$ cat src/rtl/veggie_scheduler.sv
// veggie_scheduler: once-per-frame spawn / flight / split / retire control for the veggie sprite pair.
// Build option VEGGIE_SCHED_WALL_BOUNCE_EN: a half reaching a side wall reverses its vx instead of stopping.
module veggie_scheduler #(
    parameter int SCREEN_W       = 1024,
    parameter int SCREEN_H       = 768,
    parameter int VEG_W          = 128,
    parameter int VEG_H          = 128,
    parameter int LAUNCH_VY      = 24,
    parameter int GRAVITY        = 1,
    parameter int SPLIT_VX       = 4,
    parameter int RESPAWN_FRAMES = 30
) (
    input  logic        clk_in,
    input  logic        rst_in,
    input  logic        frame_done_in,
    input  logic        hit_in,
    input  logic [15:0] random_in,
    output logic [10:0] top_x_out,
    output logic [9:0]  top_y_out,
    output logic [10:0] bottom_x_out,
    output logic [9:0]  bottom_y_out,
    output logic        visible_out,
    output logic        split_out,
    output logic        slice_pulse_out,
    output logic        miss_pulse_out,
    output logic        veggie_gone_out,
    output logic [1:0]  state_out
);

    typedef enum logic [1:0] {
        ST_WAIT   = 2'd0,
        ST_FLIGHT = 2'd1,
        ST_SPLIT  = 2'd2
    } state_t;

    localparam logic signed [11:0] Y_LIMIT     = 12'(SCREEN_H);
    localparam logic signed [11:0] X_MAX       = 12'(SCREEN_W - VEG_W);
    localparam logic signed [11:0] TOP_SPAWN_Y = 12'(SCREEN_H - VEG_H);
    localparam logic signed [11:0] BOT_SPAWN_Y = 12'(SCREEN_H - VEG_H + VEG_H / 2);
    localparam logic signed [6:0]  VY_CAP      = 7'(LAUNCH_VY);
    localparam logic [6:0]         GRAV7       = 7'(GRAVITY);
    localparam logic signed [5:0]  VY_LAUNCH   = 6'(-LAUNCH_VY);
    localparam logic signed [5:0]  VX_SPLIT    = 6'(SPLIT_VX);
    localparam logic [5:0]         RELOAD      = 6'(RESPAWN_FRAMES);
    localparam logic [9:0]         X_SPAN      = 10'(SCREEN_W - VEG_W);

    // Frame contract: frame_done_in is a strobe, one frame per high cycle; nothing
    // else moves the state, and hit_in is only looked at in a cycle with the strobe.

    state_t             state_q, state_d;
    logic [5:0]         count_q, count_d;
    logic signed [11:0] top_x_q, top_x_d, top_y_q, top_y_d;
    logic signed [11:0] bot_x_q, bot_x_d, bot_y_q, bot_y_d;
    logic signed [5:0]  top_vx_q, top_vx_d, bot_vx_q, bot_vx_d;
    logic signed [5:0]  vy_q, vy_d;
    logic               visible_q, visible_d, split_q, split_d;
    logic               slice_q, slice_d, miss_q, miss_d, gone_q, gone_d;

    logic signed [11:0] vy_ext, top_vx_ext, bot_vx_ext;
    logic signed [11:0] top_y_mv, bot_y_mv, top_x_mv, bot_x_mv;
    logic signed [11:0] top_y_cl, bot_y_cl, top_x_cl, bot_x_cl;
    logic signed [5:0]  top_vx_w, bot_vx_w;
    logic signed [6:0]  vy_sum;
    logic signed [5:0]  vy_mv;
    logic [9:0]         spawn_r;
    logic [11:0]        spawn_x;
    logic [5:0]         spawn_mag;
    logic [5:0]         spawn_vx;
    logic               top_out, bot_out;
    logic               unused_random;

    assign unused_random = ^random_in[15:13];

    function automatic logic signed [11:0] wall_clamp_x(input logic signed [11:0] x);
        if (x < 12'sd0) begin
            return 12'sd0;
        end else if (x > X_MAX) begin
            return X_MAX;
        end
        return x;
    endfunction

    function automatic logic signed [5:0] wall_vx(input logic signed [11:0] x,
                                                  input logic signed [5:0]  vx);
        if ((x < 12'sd0) || (x > X_MAX)) begin
`ifdef VEGGIE_SCHED_WALL_BOUNCE_EN
            return -vx;
`else
            return 6'sd0;
`endif
        end
        return vx;
    endfunction

    // Candidate motion for this frame, always computed from the pre-update position.
    always_comb begin
        vy_ext     = {{6{vy_q[5]}}, vy_q};
        top_vx_ext = {{6{top_vx_q[5]}}, top_vx_q};
        bot_vx_ext = {{6{bot_vx_q[5]}}, bot_vx_q};

        top_y_mv = top_y_q + vy_ext;
        bot_y_mv = bot_y_q + vy_ext;
        top_x_mv = top_x_q + top_vx_ext;
        bot_x_mv = bot_x_q + bot_vx_ext;

        top_y_cl = (top_y_mv < 12'sd0) ? 12'sd0 : top_y_mv;
        bot_y_cl = (bot_y_mv < 12'sd0) ? 12'sd0 : bot_y_mv;
        top_x_cl = wall_clamp_x(top_x_mv);
        bot_x_cl = wall_clamp_x(bot_x_mv);
        top_vx_w = wall_vx(top_x_mv, top_vx_q);
        bot_vx_w = wall_vx(bot_x_mv, bot_vx_q);

        vy_sum = {vy_q[5], vy_q} + GRAV7;
        vy_mv  = (vy_sum > VY_CAP) ? VY_CAP[5:0] : vy_sum[5:0];
        if ((top_y_mv < 12'sd0) || (bot_y_mv < 12'sd0)) begin
            vy_mv = 6'sd0;
        end

        top_out = (top_y_cl >= Y_LIMIT);
        bot_out = (bot_y_cl >= Y_LIMIT);
    end

    // Spawn column folds the upper random range back onto the screen.
    always_comb begin
        spawn_r   = random_in[9:0];
        spawn_x   = (spawn_r >= X_SPAN) ? {2'b00, spawn_r - X_SPAN} : {2'b00, spawn_r};
        spawn_mag = {4'b0000, random_in[11:10]};
        spawn_vx  = random_in[12] ? (6'd0 - spawn_mag) : spawn_mag;
    end

    always_comb begin
        state_d   = state_q;
        count_d   = count_q;
        top_x_d   = top_x_q;
        top_y_d   = top_y_q;
        bot_x_d   = bot_x_q;
        bot_y_d   = bot_y_q;
        top_vx_d  = top_vx_q;
        bot_vx_d  = bot_vx_q;
        vy_d      = vy_q;
        visible_d = visible_q;
        split_d   = split_q;
        slice_d   = 1'b0;
        miss_d    = 1'b0;
        gone_d    = 1'b0;

        if (frame_done_in) begin
            case (state_q)
                ST_WAIT: begin
                    if (count_q != 6'd0) begin
                        count_d = count_q - 6'd1;
                    end else begin
                        state_d   = ST_FLIGHT;
                        visible_d = 1'b1;
                        top_x_d   = spawn_x;
                        bot_x_d   = spawn_x;
                        top_y_d   = TOP_SPAWN_Y;
                        bot_y_d   = BOT_SPAWN_Y;
                        vy_d      = VY_LAUNCH;
                        top_vx_d  = spawn_vx;
                        bot_vx_d  = spawn_vx;
                    end
                end
                ST_FLIGHT, ST_SPLIT: begin
                    top_x_d  = top_x_cl;
                    bot_x_d  = bot_x_cl;
                    top_y_d  = top_y_cl;
                    bot_y_d  = bot_y_cl;
                    top_vx_d = top_vx_w;
                    bot_vx_d = bot_vx_w;
                    vy_d     = vy_mv;
                    if (state_q == ST_FLIGHT) begin
                        // A hit in the same frame as the exit still counts as a slice.
                        if (hit_in) begin
                            state_d  = ST_SPLIT;
                            split_d  = 1'b1;
                            slice_d  = 1'b1;
                            top_vx_d = top_vx_w - VX_SPLIT;
                            bot_vx_d = bot_vx_w + VX_SPLIT;
                        end else if (top_out) begin
                            state_d   = ST_WAIT;
                            count_d   = RELOAD;
                            visible_d = 1'b0;
                            miss_d    = 1'b1;
                            gone_d    = 1'b1;
                        end
                    end else if (top_out && bot_out) begin
                        state_d   = ST_WAIT;
                        count_d   = RELOAD;
                        visible_d = 1'b0;
                        split_d   = 1'b0;
                        gone_d    = 1'b1;
                    end
                end
                default: begin
                    state_d = ST_WAIT;
                    count_d = RELOAD;
                end
            endcase
        end
    end

    always_ff @(posedge clk_in) begin
        if (rst_in) begin
            state_q   <= ST_WAIT;
            count_q   <= RELOAD;
            top_x_q   <= 12'sd0;
            bot_x_q   <= 12'sd0;
            top_y_q   <= Y_LIMIT;
            bot_y_q   <= Y_LIMIT;
            top_vx_q  <= 6'sd0;
            bot_vx_q  <= 6'sd0;
            vy_q      <= 6'sd0;
            visible_q <= 1'b0;
            split_q   <= 1'b0;
            slice_q   <= 1'b0;
            miss_q    <= 1'b0;
            gone_q    <= 1'b0;
        end else begin
            state_q   <= state_d;
            count_q   <= count_d;
            top_x_q   <= top_x_d;
            bot_x_q   <= bot_x_d;
            top_y_q   <= top_y_d;
            bot_y_q   <= bot_y_d;
            top_vx_q  <= top_vx_d;
            bot_vx_q  <= bot_vx_d;
            vy_q      <= vy_d;
            visible_q <= visible_d;
            split_q   <= split_d;
            slice_q   <= slice_d;
            miss_q    <= miss_d;
            gone_q    <= gone_d;
        end
    end

    assign top_x_out       = top_x_q[10:0];
    assign top_y_out       = top_y_q[9:0];
    assign bottom_x_out    = bot_x_q[10:0];
    assign bottom_y_out    = bot_y_q[9:0];
    assign visible_out     = visible_q;
    assign split_out       = split_q;
    assign slice_pulse_out = slice_q;
    assign miss_pulse_out  = miss_q;
    assign veggie_gone_out = gone_q;
    assign state_out       = state_q;

endmodule
$ cat config.mk
export PLATFORM = sky130hd
export DESIGN_NAME = veggie_scheduler
export DESIGN_NICKNAME = d
export VERILOG_FILES = /design/src/rtl/veggie_scheduler.sv
export SDC_FILE = /design/constraint.sdc
export NUM_CORES = 1
export LEC_CHECK = 0
export BUFFER_PORTS_ARGS = -buffer_cell sky130_fd_sc_hd__buf_2
export CORE_MARGIN = 2
export CORE_UTILIZATION = 55
export CTS_CLUSTER_DIAMETER = 120
export CTS_CLUSTER_SIZE = 28
export DETAILED_ROUTE_END_ITERATION = 16
export PLACE_DENSITY = 0.78
export SKIP_LAST_GASP = 1
export SYNTH_ARGS = -nofsm -noshare
export SYNTH_HDL_FRONTEND = slang
export SYNTH_SLANG_ARGS = --single-unit
export TNS_END_PERCENT = 30
$ cat constraint.sdc
create_clock -name clk_in -period 4.4 [get_ports clk_in]
set_clock_uncertainty 0.05 [all_clocks]
set_input_delay 0.44 -clock clk_in [delete_from_list [all_inputs] [get_ports clk_in]]
set_output_delay 0.44 -clock clk_in [all_outputs]
set_load 0.01 [all_outputs]
# Word-level counts from Yosys, hierarchy flattened
# Cells that the tools add are included.
# totals
out_inout_bits,49
in_bits,20
word_cells,125
regBits,79
# classes
n_bitwise,3
magnitude_cmp,10
reduce_logical,16
muxes,63
addsub,10
eq_ne,9
# op_table
cell,count
$mux W12,11
$mux W6,18
$pmux W12 S2,4
$add A12 B6 Y12,4
$lt A12 B1 Y1 const B,4
$pmux W6 S2,4
$ge A12 B11 Y1 const B,2
$gt A12 B11 Y1 const B,2
$mux W1,18
$ge A10 B10 Y1 const B,1
$mux W10,1
$mux W2,5
$sub A10 B10 Y10 const B,1
$ne A3 B3 Y1 const B,3
$reduce_and A4 Y1,2
$add A6 B2 Y7 const B,1
$gt A7 B6 Y1 const B,1
$add A6 B4 Y6 const B,1
$ne A2 B2 Y1 const B,3
$reduce_and A6 Y1,1
$reduce_bool A6 Y1,1
$sub A6 B1 Y6 const B,1
$sub A6 B4 Y6 const B,1
$reduce_and A5 Y1,1
15 further kinds,20

# Longest topological paths before layout
# Gate-level depths: netlist (run 1).
# logic_depth
word_depth,9
ltp_mapped,17
depth_no_buf,16

# Least setup slack after synthesis (run 1)
# OpenSTA, ideal clock, no wires.
# synth_timing
path_kind,register to register
startpoint,register bot_x_q[0]
endpoint,register bot_vx_q[3]
path_stages_with_launch,17
period_less_slack_ns,3.318
arrival_ns,3.148
t_required_ns,4.230
setup_time_ns,0.120
path_slack_ns,1.082
path_buffers,1
path_cell_list,dfxtp_1 ha_1 inv_1 fa_1 nor2b_1 o31a_1 o311a_1 o22a_2 xnor2_1 nor4b_2 and3b_1 buf_6 and2_4 ha_1 nor3_1 nor4_1 o31a_1
# synth_between
elab_chain_cells,9
elab_cells_between_ends,10
classes_between,2 x add/sub; 2 x order compare; 5 x mux; 1 x reduce/logical
# synth_rtl
item,line,source
from (decl),53,"logic signed [11:0] bot_x_q, bot_x_d, bot_y_q, bot_y_d;"
from (signal assigned),223,bot_x_q <= bot_x_d;
$add A12 B6 Y12 (*),104,bot_x_mv = bot_x_q + bot_vx_ext;
$lt A12 B1 Y1 / $gt A12 B11 Y1 (equally long branches),85,if ((x < 12'sd0) || (x > X_MAX)) begin
$logic_or A1 B1 Y1 (*),85,
$mux W1 (*),85,
$mux W6 (*),92,return vx;
$add A6 B4 Y6,179,bot_vx_d = bot_vx_w + VX_SPLIT;
$mux W6,174,if (hit_in) begin
$mux W6 (*),172,if (state_q == ST_FLIGHT) begin
$pmux W6 S2 (*),148,case (state_q)
to (signal assigned),227,bot_vx_q <= bot_vx_d;
to (decl),54,"logic signed [5:0] top_vx_q, top_vx_d, bot_vx_q, bot_vx_d;"
# Every way passes the cells marked *; elsewhere a longest branch is shown, timed or not.
# A chain may end at the register's enable or synchronous reset.

# Final worst setup path (run 1)
# layout_timing
startpoint,register bot_x_q[0]
endpoint,register bot_vx_q[4]
# The elaborated chain is that of the path after synthesis.

==> results of run 1 <==
## worst reg2reg max path, delay by kind of cell (launching register included)
family                   cells  cell delay [ns]
AO/OA/AOI/OAI                3             0.44
AND/OR/NAND/NOR              9             2.07
adder cells (fa/ha/maj)      3             0.78
buffers and inverters        1             0.07
flip-flops                   1             0.36
## registers in the layout, indices dropped and copies added (netlist names), 2 cells and up
register	count
bot_x_q	12
state_out	2
top_vx_q	6
bot_vx_q	6
top_y_q	11
vy_q	6
top_x_q	12
bot_y_q	11
count_q	6
## routing by layer
layer | GRT usage | routed length, um | up-vias | part of all wire
met5 | 0 | 0 | - | 0
met4 | 0.0913 | 351 | 0 | 0.024
met3 | 0.0611 | 872 | 35 | 0.059
met2 | 0.453 | 7180 | 181 | 0.48
met1 | 0.290 | 6480 | 2691 | 0.44
li1 | - | - | 2839 | -
## path summary, 6_finish.rpt
kind              slack, ns     startpoint          end  cells after the start
hold / removal         0.29  random_in[10]  top_vx_q[0]                      3
setup / recovery       0.54     bot_x_q[0]  bot_vx_q[4]                     16
setup reg to reg       0.54     bot_x_q[0]  bot_vx_q[4]                     16
hold reg to reg        0.45    bot_x_q[11]  bot_x_q[11]                      1
## area by class of cell
type / count / area, um^2
Sequential cell: 77 / 1540
Timing Repair Buffer: 71 / 370
Clock inverter: 4 / 70.1
Clock buffer: 12 / 155
Multi-Input combinational cell: 599 / 4030
Inverter: 29 / 109
Tap cell: 140 / 175
Fill cell: 964 / 4390
## cell usage after synthesis (3+ instances only)
master,number
nand2_1,48
nor3_2,3
a31oi_1,6
a211oi_1,10
or3_1,9
and2_1,8
xor2_1,9
ha_1,55
buf_4,43
o21a_1,8
o31ai_1,5
o211ai_1,5
or2_2,5
o31a_1,6
fa_1,4
o21ai_1,9
a21oi_1,59
o21ai_0,32
nor4_1,11
nand2b_1,11
dfxtp_1,77
inv_1,29
nor3b_1,3
buf_1,3
a21o_1,18
a311oi_1,9
nand4_1,6
nand3_1,22
or4_1,3
nor2_1,85
nor3_1,39
mux2i_1,6
clkbuf_1,24
and3_1,13
nor2b_1,7
xnor2_1,19
a22oi_1,14
## per-stage QoR
step / worst slack, ns / cells / hold WS (ns) / instance area, um^2
after floorplan: 1.08 / 779 / 0.408 / 6130
after global placement: 0.732 / 916 / 0.425 / 6220
after detailed placement: 0.654 / 916 / 0.432 / 6220
after CTS: 0.602 / 932 / 0.276 / 6450
after global routing: 0.218 / 932 / 0.296 / 6450
final: 0.537 / 932 / 0.294 / 6450
## logic make-up after synthesis
| group | share of synthesized area |
|---|---|
| adders and majority gates | 0.125 |
| AOI/OAI and AO/OA | 0.244 |
| and+or+nand+nor | 0.234 |
| xor gates and xnor gates | 0.0400 |
| DFF | 0.251 |
| buffers and inverters | 0.0922 |
| muxes | 0.0135 |
## power breakdown
part           switching (mW)  internal (mW)
clock network           0.270          0.349
registers             0.00293          0.700
logic                  0.0296         0.0157
total                   0.303           1.06
==> flow_metrics.env, run 1 <==
export IMPL_rows=38
export IMPL_postCtsSetupBuffers=0
export IMPL_synth_ff_type="dfxtp_1"
export IMPL_synth_cells=779
export IMPL_status="completed"
export IMPL_core_area_um2=10800
export IMPL_start_kind="flop"
export IMPL_finalCriticalPeriod_ns=3.86
export IMPL_netlist_area_um2=6130
export IMPL_grt_max_degree=68
export IMPL_critPathArrivalTime_ns=4.09
export IMPL_drive_above_1_share=0.138
export IMPL_die_y_um=110
export IMPL_worstMarginPinSlew_ns=0.817
export IMPL_fmax_mhz=259
export IMPL_irDropWorstVdd_v=0.000430
export IMPL_yosysTopAreaCell="dfxtp_1"
export IMPL_vias_per_cell=6.17
export IMPL_grt_pass1_wl_mm=24.3
export IMPL_final_hold_violation_count=0
export IMPL_antenna_found_initial=0
export IMPL_synth_top_area_frac=0.251
export IMPL_synth_fp_nets=858
export IMPL_yosysSeqAreaShare=0.251
export IMPL_powerDensity_nw_per_um2=212
export IMPL_cts_root_buffer="clkbuf_8"
export IMPL_insertion_delay_ns=0.38
export IMPL_grt_remaining_overflow=0
export IMPL_cts_sinks=77
export IMPL_initial_core_util=0.566
export IMPL_setup_viol=0
export IMPL_final_cell_mix="nor2_1, dfxtp_1, buf_2"
export IMPL_firstDrtPassIters=6
export IMPL_clk_path_buf_depth=2
export IMPL_hold_path_class="in -> reg"
export IMPL_cts_resized_gates=0
export IMPL_die_w_um=110
export IMPL_cts_made_buffers=9
export IMPL_crit_type="reg -> reg"
export IMPL_rsz0062_at_grt="no"
export IMPL_ys_seq_elements=77
export IMPL_cp_buffers_inverters=1
export IMPL_gp_congestion=0.890
export IMPL_leakagePower_nw=2.90
export IMPL_setup_tns_ns=0
export IMPL_final_nets=866
export IMPL_vias=5746
export IMPL_finalMaxSlewViolations=0
export IMPL_power_mw=1.37
export IMPL_post_route_period_util=0.878
export IMPL_area_growth_pct=5.16
export IMPL_cp_slowest_stage_delay_ns=0.47
export IMPL_ys_warn_count=0
export IMPL_wirelength_mm=14.9
export IMPL_slowest_stage="or4b_1"
export IMPL_grt_pass1_vias=5415
export IMPL_drc=0
export IMPL_cp_max_fo=7
export IMPL_die_area_um2=12000
export IMPL_path_clk_slew_ns=0.08
export IMPL_antenna_cells=0
export IMPL_antenna_left=0
export IMPL_critPathRequiredTime_ns=4.62
export IMPL_hpwl_mm=10.8
export IMPL_cp_cell_sequence="ha_1 -> inv_1 -> fa_1 -> nor2b_1 -> o31a_1 -> a21oi_1 -> or4b_1 -> nor4_1 -> nor4b_2 -> and3b_1 -> and2_4 -> ha_1 -> nand2_1 -> a21oi_1 -> nor2_1 -> nor4_1"
export IMPL_ys_types=78
export IMPL_setup_worst_path_end_class="flop"
export IMPL_critical_path_top_delay_family="simple AND/OR/NAND/NOR gates"
export IMPL_io_pin_count=69
export IMPL_synth_edf_count=0
export IMPL_maxCapViolCount=0
export IMPL_grtUsageTotal=0.253
export IMPL_relSlewSlack=0.455
export IMPL_post_route_util=0.595
export IMPL_htree_levels=3
export IMPL_holdBufCountCts=0
export IMPL_syn_area_per_cell_um2=7.87
export IMPL_drt_iter0_markers=407
export IMPL_final_common_cell="nor2_1"
export IMPL_wl_per_cell_um=16.0
export IMPL_cts_tree="built"
export IMPL_synth_area_top_cells="dfxtp_1, ha_1, buf_4"
export IMPL_io_buffer_count=65
export IMPL_synthArstFlopShare=0
No activity file was read; power rests on OpenSTA's default activity.
==> inputs of run 2 (changes only) <==
- ABC_AREA: not set -> 1
- PLACE_DENSITY: 0.78 -> 0.77
==> flow_metrics.env, run 2 <==
export IMPL_rsz0062_at_grt="no"
export IMPL_firstDrtPassIters=5
export IMPL_path_clk_slew_ns=0.06
export IMPL_yosysTopAreaCell="dfxtp_1"
export IMPL_cts_tree="built"
export IMPL_syn_area_per_cell_um2=6.44
export IMPL_finalMaxSlewViolations=0
export IMPL_grt_pass1_vias=5710
export IMPL_grt_max_degree=47
export IMPL_io_buffer_count=65
export IMPL_synth_ff_type="dfxtp_1"
export IMPL_ys_seq_elements=77
export IMPL_synthArstFlopShare=0
export IMPL_vias=6370
export IMPL_setup_viol=0
export IMPL_wirelength_mm=15.6
export IMPL_antenna_found_initial=0
export IMPL_ys_types=45
export IMPL_core_area_um2=11500
export IMPL_cp_slowest_stage_delay_ns=0.47
export IMPL_initial_core_util=0.567
export IMPL_grtUsageTotal=0.250
export IMPL_synth_fp_nets=1090
export IMPL_critPathRequiredTime_ns=4.57
export IMPL_vias_per_cell=5.41
export IMPL_area_growth_pct=6.88
export IMPL_critPathArrivalTime_ns=3.22
export IMPL_drt_iter0_markers=303
export IMPL_drive_above_1_share=0.125
export IMPL_whs_path_depth=3
export IMPL_cts_made_buffers=9
export IMPL_final_cell_mix="nand2_1, inv_1, nand3_1, a21oi_1, dfxtp_1"
export IMPL_r2r_start="bot_x_q[0]"
export IMPL_cts_sinks=77
export IMPL_drc=0
export IMPL_hold_path_class="in -> reg"
export IMPL_powerDensity_nw_per_um2=300
export IMPL_die_area_um2=12700
export IMPL_setup_worst_path_start="bot_x_q[0]"
export IMPL_wl_per_cell_um=13.2
export IMPL_hold_ws_ns=0.352
export IMPL_die_y_um=113
export IMPL_r2r_slack_ns=1.34
export IMPL_cp_cell_sequence="ha_1 -> inv_1 -> fa_1 -> inv_1 -> or2_2 -> nor2_1 -> nand3_1 -> nor2_1 -> nand3_1 -> nand4_1 -> nand2_1 -> inv_1 -> nand2_1 -> inv_1 -> ha_1 -> nand2_1 -> or2_2 -> nand3_1 -> a21oi_1"
export IMPL_setup_tns_ns=0
export IMPL_cts_root_buffer="clkbuf_16"
export IMPL_post_route_period_util=0.695
export IMPL_grt_pass1_wl_mm=26.3
export IMPL_reg_largest_list="bot_x_q x12, top_x_q x12"
export IMPL_postCtsSetupBuffers=0
export IMPL_min_to="slice_pulse_out"
export IMPL_setup_worst_path_end_class="flop"
export IMPL_yosysMostFrequentCell="nand2_1"
export IMPL_clk_path_buf_depth=2
export IMPL_relSlewSlack=0.315
export IMPL_synth_area_top_cells="dfxtp_1, nand2_1, ha_1"
export IMPL_final_nets=1108
export IMPL_hpwl_mm=11.7
export IMPL_start_kind="flop"
export IMPL_final_common_cell="nand2_1"
export IMPL_cpMostUsedCell="inv_1"
export IMPL_fmax_mhz=327
export IMPL_r2r_end="bot_vx_q[4]"
export IMPL_worstMarginPinSlew_ns=1.02
export IMPL_crit_type="reg -> reg"
export IMPL_cp_max_fo=4
export IMPL_synth_top_cells_by_count="nand2_1, inv_1, a21oi_1, nand3_1, dfxtp_1"
export IMPL_netlist_area_um2=6510
export IMPL_cts_resized_gates=0
export IMPL_reg2regPathDepth=19
export IMPL_final_hold_violation_count=0
export IMPL_leakagePower_nw=3.57
export IMPL_finalCriticalPeriod_ns=3.06
export IMPL_holdBufCountCts=0
export IMPL_die_w_um=113
export IMPL_gp_congestion=0.929
export IMPL_antenna_left=0
export IMPL_insertion_delay_ns=0.35
export IMPL_grt_remaining_overflow=0
export IMPL_rows=39
export IMPL_status="completed"
export IMPL_worstHoldStart="hit_in"
export IMPL_io_pin_count=69
export IMPL_irDropWorstVdd_v=0.000334
export IMPL_maxCapViolCount=0
export IMPL_synth_top_area_frac=0.237
export IMPL_yosysSeqAreaShare=0.237
export IMPL_htree_levels=3
export IMPL_slowest_stage="fa_1"
export IMPL_antenna_cells=0
export IMPL_synth_edf_count=0
export IMPL_ys_warn_count=0
export IMPL_synth_cells=1011
-- run 2: cell types whose count changed after synthesis, moves of 11 or more --
cell and change:
nor4_1 -11, inv_1 +85, a22oi_1 -13, nand2b_1 -11, nand2_1 +223, a21o_1 -18
xnor2_1 -12, a21oi_1 +34, and3_1 -13, nand4_1 +15, nand3_1 +71, nor3_1 -36
-- run 2: cell families (layout without fill, tap and decap cells) --
logic type	Yosys count	count (layout)	synth area share
AOI/OAI and AO/OA	174	174	0.149
and+or+nand+nor	501	501	0.341
adders and majority gates	59	59	0.118
DFF	77	77	0.237
buffers and inverters	183	206	0.131
xor gates and xnor gates	17	17	0.0240
-- run 2: worst max path at each step --
stage          cells past startpoint          end
2_1_floorplan                     19  bot_vx_q[4]
6_report                          19  bot_vx_q[4]
3_3_place_gp                      19  bot_vx_q[4]
3_5_place_dp                      19  bot_vx_q[4]
5_1_grt                           17  top_vx_q[3]
4_1_cts                           19  bot_vx_q[4]
-- run 2: layer usage --
| metal | global-route usage | vias to the layer above | routed length (um) |
|---|---|---|---|
| met5 | 0 | - | 0 |
| met4 | 0.0707 | 0 | 191 |
| met3 | 0.0466 | 18 | 650 |
| met2 | 0.425 | 144 | 7480 |
| met1 | 0.327 | 2885 | 7260 |
| li1 | - | 3323 | - |
-- run 2: worst max-delay path, delay by kind of cell (launching register included) --
family | cells | cell delay, ns
buffers and inverters | 4 | 0.26
adders and majority gates | 3 | 0.83
DFF | 1 | 0.37
and+or+nand+nor | 11 | 1.34
AOI/OAI and AO/OA | 1 | 0.07
-- run 2: layout make-up --
type,instances,area (um^2)
fillers,1090,4510
multi-input cells,751,4120
flip-flops and latches,77,1540
inverters,122,458
repair buffers,68,348
clock buffers,9,225
well taps,143,179
clock inverters,7,81.3
-- run 2: metrics by stage --
step / utilization / instance area, um^2 / setup WS [ns] / std cells / power, mW
3_3_place_gp: 0.580 / 6650 / 1.38 / 1161 / 1.32
2_1_floorplan: - / 6510 / 1.65 / 1011 / 1.22
5_1_grt: 0.607 / 6960 / 1.10 / 1177 / 2.20
3_5_place_dp: 0.580 / 6650 / 1.35 / 1161 / 1.32
6_report: 0.607 / 6960 / 1.34 / 1177 / 2.08
4_1_cts: 0.607 / 6960 / 1.34 / 1177 / 2.10
-- run 2: report_power, final --
group          switching (mW)  internal (mW)  total [mW]
clock                   0.323          0.447       0.770
sequential             0.0425          0.734       0.777
combinational           0.349          0.188       0.537
total                   0.715           1.37        2.08
==> inputs of run 3 (changes only) <==
- ABC_AREA: 1 -> 0
- PLACE_DENSITY: 0.77 -> 0.78
- clock period: 4.4 -> 3.1 ns (I/O delays scaled with it)
==> flow_metrics.env, run 3 (synthesized netlist as in run 1, its figures left out) <==
export IMPL_worstHoldStart="hit_in"
export IMPL_clk_path_buf_depth=2
export IMPL_powerDensity_nw_per_um2=241
export IMPL_gp_congestion=0.945
export IMPL_reg_largest_list="bot_x_q x12, top_x_q x12"
export IMPL_relSlewSlack=0.471
export IMPL_core_area_um2=10800
export IMPL_rsz0062_at_grt="yes"
export IMPL_antenna_left=0
export IMPL_cts_root_buffer="clkbuf_8"
export IMPL_multi_input_area_um2=4400
export IMPL_grt_pass1_vias=5995
export IMPL_grt_pass1_wl_mm=27.1
export IMPL_cp_slowest_stage_delay_ns=0.35
export IMPL_setup_worst_path_end_class="flop"
export IMPL_wl_per_cell_um=17.5
export IMPL_grt_busiest_layer="met2"
export IMPL_grt_remaining_overflow=0
export IMPL_cp_cell_sequence="ha_4 -> inv_2 -> fa_2 -> nor2b_4 -> o31a_1 -> o311a_1 -> o22a_2 -> xnor2_2 -> nor4b_2 -> and3b_2 -> and2_4 -> ha_4 -> nor3_2 -> nor4_2 -> o31a_1"
export IMPL_grtUsageTotal=0.285
export IMPL_vias_per_cell=6.25
export IMPL_crit_type="reg -> reg"
export IMPL_hpwl_mm=12.2
export IMPL_final_cell_mix="buf_4, nor2_1, dfxtp_1"
export IMPL_final_nets=949
export IMPL_place_ws_ns=-0.524
export IMPL_r2r_start="bot_x_q[0]"
export IMPL_insertion_delay_ns=0.38
export IMPL_whs_path_depth=2
export IMPL_violations="setup timing"
export IMPL_antenna_found_initial=0
export IMPL_setup_worst_path_start="bot_x_q[0]"
export IMPL_rows=38
export IMPL_setup_viol=15
export IMPL_post_route_period_util=1.10
export IMPL_fmax_mhz=292
export IMPL_drc=0
export IMPL_regArea_um2=1560
export IMPL_critPathRequiredTime_ns=3.37
export IMPL_cts_sinks=77
export IMPL_finalMaxSlewViolations=0
export IMPL_vias=6339
export IMPL_hold_path_class="in -> reg"
export IMPL_layout_setup_ws_ns=-0.324
export IMPL_slowest_stage="dfxtp_2"
export IMPL_firstDrtPassIters=5
export IMPL_start_kind="flop"
export IMPL_reg2regPathDepth=15
export IMPL_die_w_um=110
export IMPL_maxCapViolCount=0
export IMPL_io_pin_count=69
export IMPL_wirelength_mm=17.8
export IMPL_setup_tns_ns=-1.33
export IMPL_htree_levels=3
export IMPL_post_route_util=0.685
export IMPL_drive_above_1_share=0.291
export IMPL_antenna_cells=0
export IMPL_holdBufCountCts=0
export IMPL_path_clk_slew_ns=0.08
export IMPL_worstMarginPinSlew_ns=0.793
export IMPL_initial_core_util=0.566
export IMPL_fill_cells=816
export IMPL_met1_usage=0.312
export IMPL_cts_tree="built"
export IMPL_use_met2=0.518
export IMPL_die_area_um2=12000
export IMPL_irDropWorstVdd_v=0.000265
export IMPL_finalCriticalPeriod_ns=3.42
export IMPL_met3_usage=0.0640
export IMPL_final_hold_violation_count=0
export IMPL_cp_max_fo=3
export IMPL_io_buffer_count=65
export IMPL_drt_iter0_markers=489
export IMPL_cts_made_buffers=9
export IMPL_area_growth_pct=21.0
export IMPL_die_y_um=110
export IMPL_grt_max_degree=68
export IMPL_status="finished with violations"
export IMPL_leakagePower_nw=3.31
export IMPL_final_common_cell="buf_4"
export IMPL_critPathArrivalTime_ns=3.70
[run 3: final timing paths]
kind                                  endpoint  slack (ns)
worst min register to register     top_x_q[11]        0.44
worst min-delay path            miss_pulse_out        0.12
worst max register to register     bot_vx_q[3]       -0.32
worst max-delay path               bot_vx_q[3]       -0.32
[run 3: repair_timing]
| action | CTS | global route |
|---|---|---|
| buffers inserted | 6 | 9 |
| pin swaps | 16 | 29 |
| endpoints found under the setup margin | 27 | 45 |
| gates cloned | 1 | 0 |
| resized for setup | 29 | 54 |
[run 3: layout make-up]
cell class / instances / share of cell area
multi-input combinational: 600 / 0.592
inverter: 29 / 0.0147
clock buffer: 12 / 0.0209
tap: 140 / 0.0236
sequential: 77 / 0.210
timing repair buffer: 153 / 0.136
clock inverter: 4 / 0.00303
[run 3: through the flow]
stage / area [um^2] / std cells / hold slack, ns / power [mW]
6_report: 7420 / 1015 / 0.125 / 1.79
5_1_grt: 7420 / 1015 / 0.135 / 1.84
4_1_cts: 7100 / 1006 / 0.117 / 1.79
3_5_place_dp: 6750 / 983 / 0.438 / 1.09
3_3_place_gp: 6750 / 983 / 0.425 / 1.08
2_1_floorplan: 6150 / 779 / 0.338 / 1.06
[run 3: where the power goes]
part           internal [mW]  total [mW]  switching (mW)
clock network          0.331       0.725           0.394
registers              0.991       0.995         0.00420
logic                 0.0230      0.0669          0.0438
[run 3: per-layer routing]
metal | vias up | share of wire
li1 | 3002 | -
met5 | - | 0
met1 | 2983 | 0.40
met4 | 0 | 0.048
met2 | 275 | 0.50
met3 | 79 | 0.054
[run 3: worst max-delay path: cells and delay by family, from the launching register on]
family / cells / cell delay (ns)
flops: 1 / 0.35
simple gates: 6 / 0.99
xor+xnor: 1 / 0.17
buf+inv: 1 / 0.05
compound gates: 4 / 1.09
fa+ha+maj: 3 / 0.66
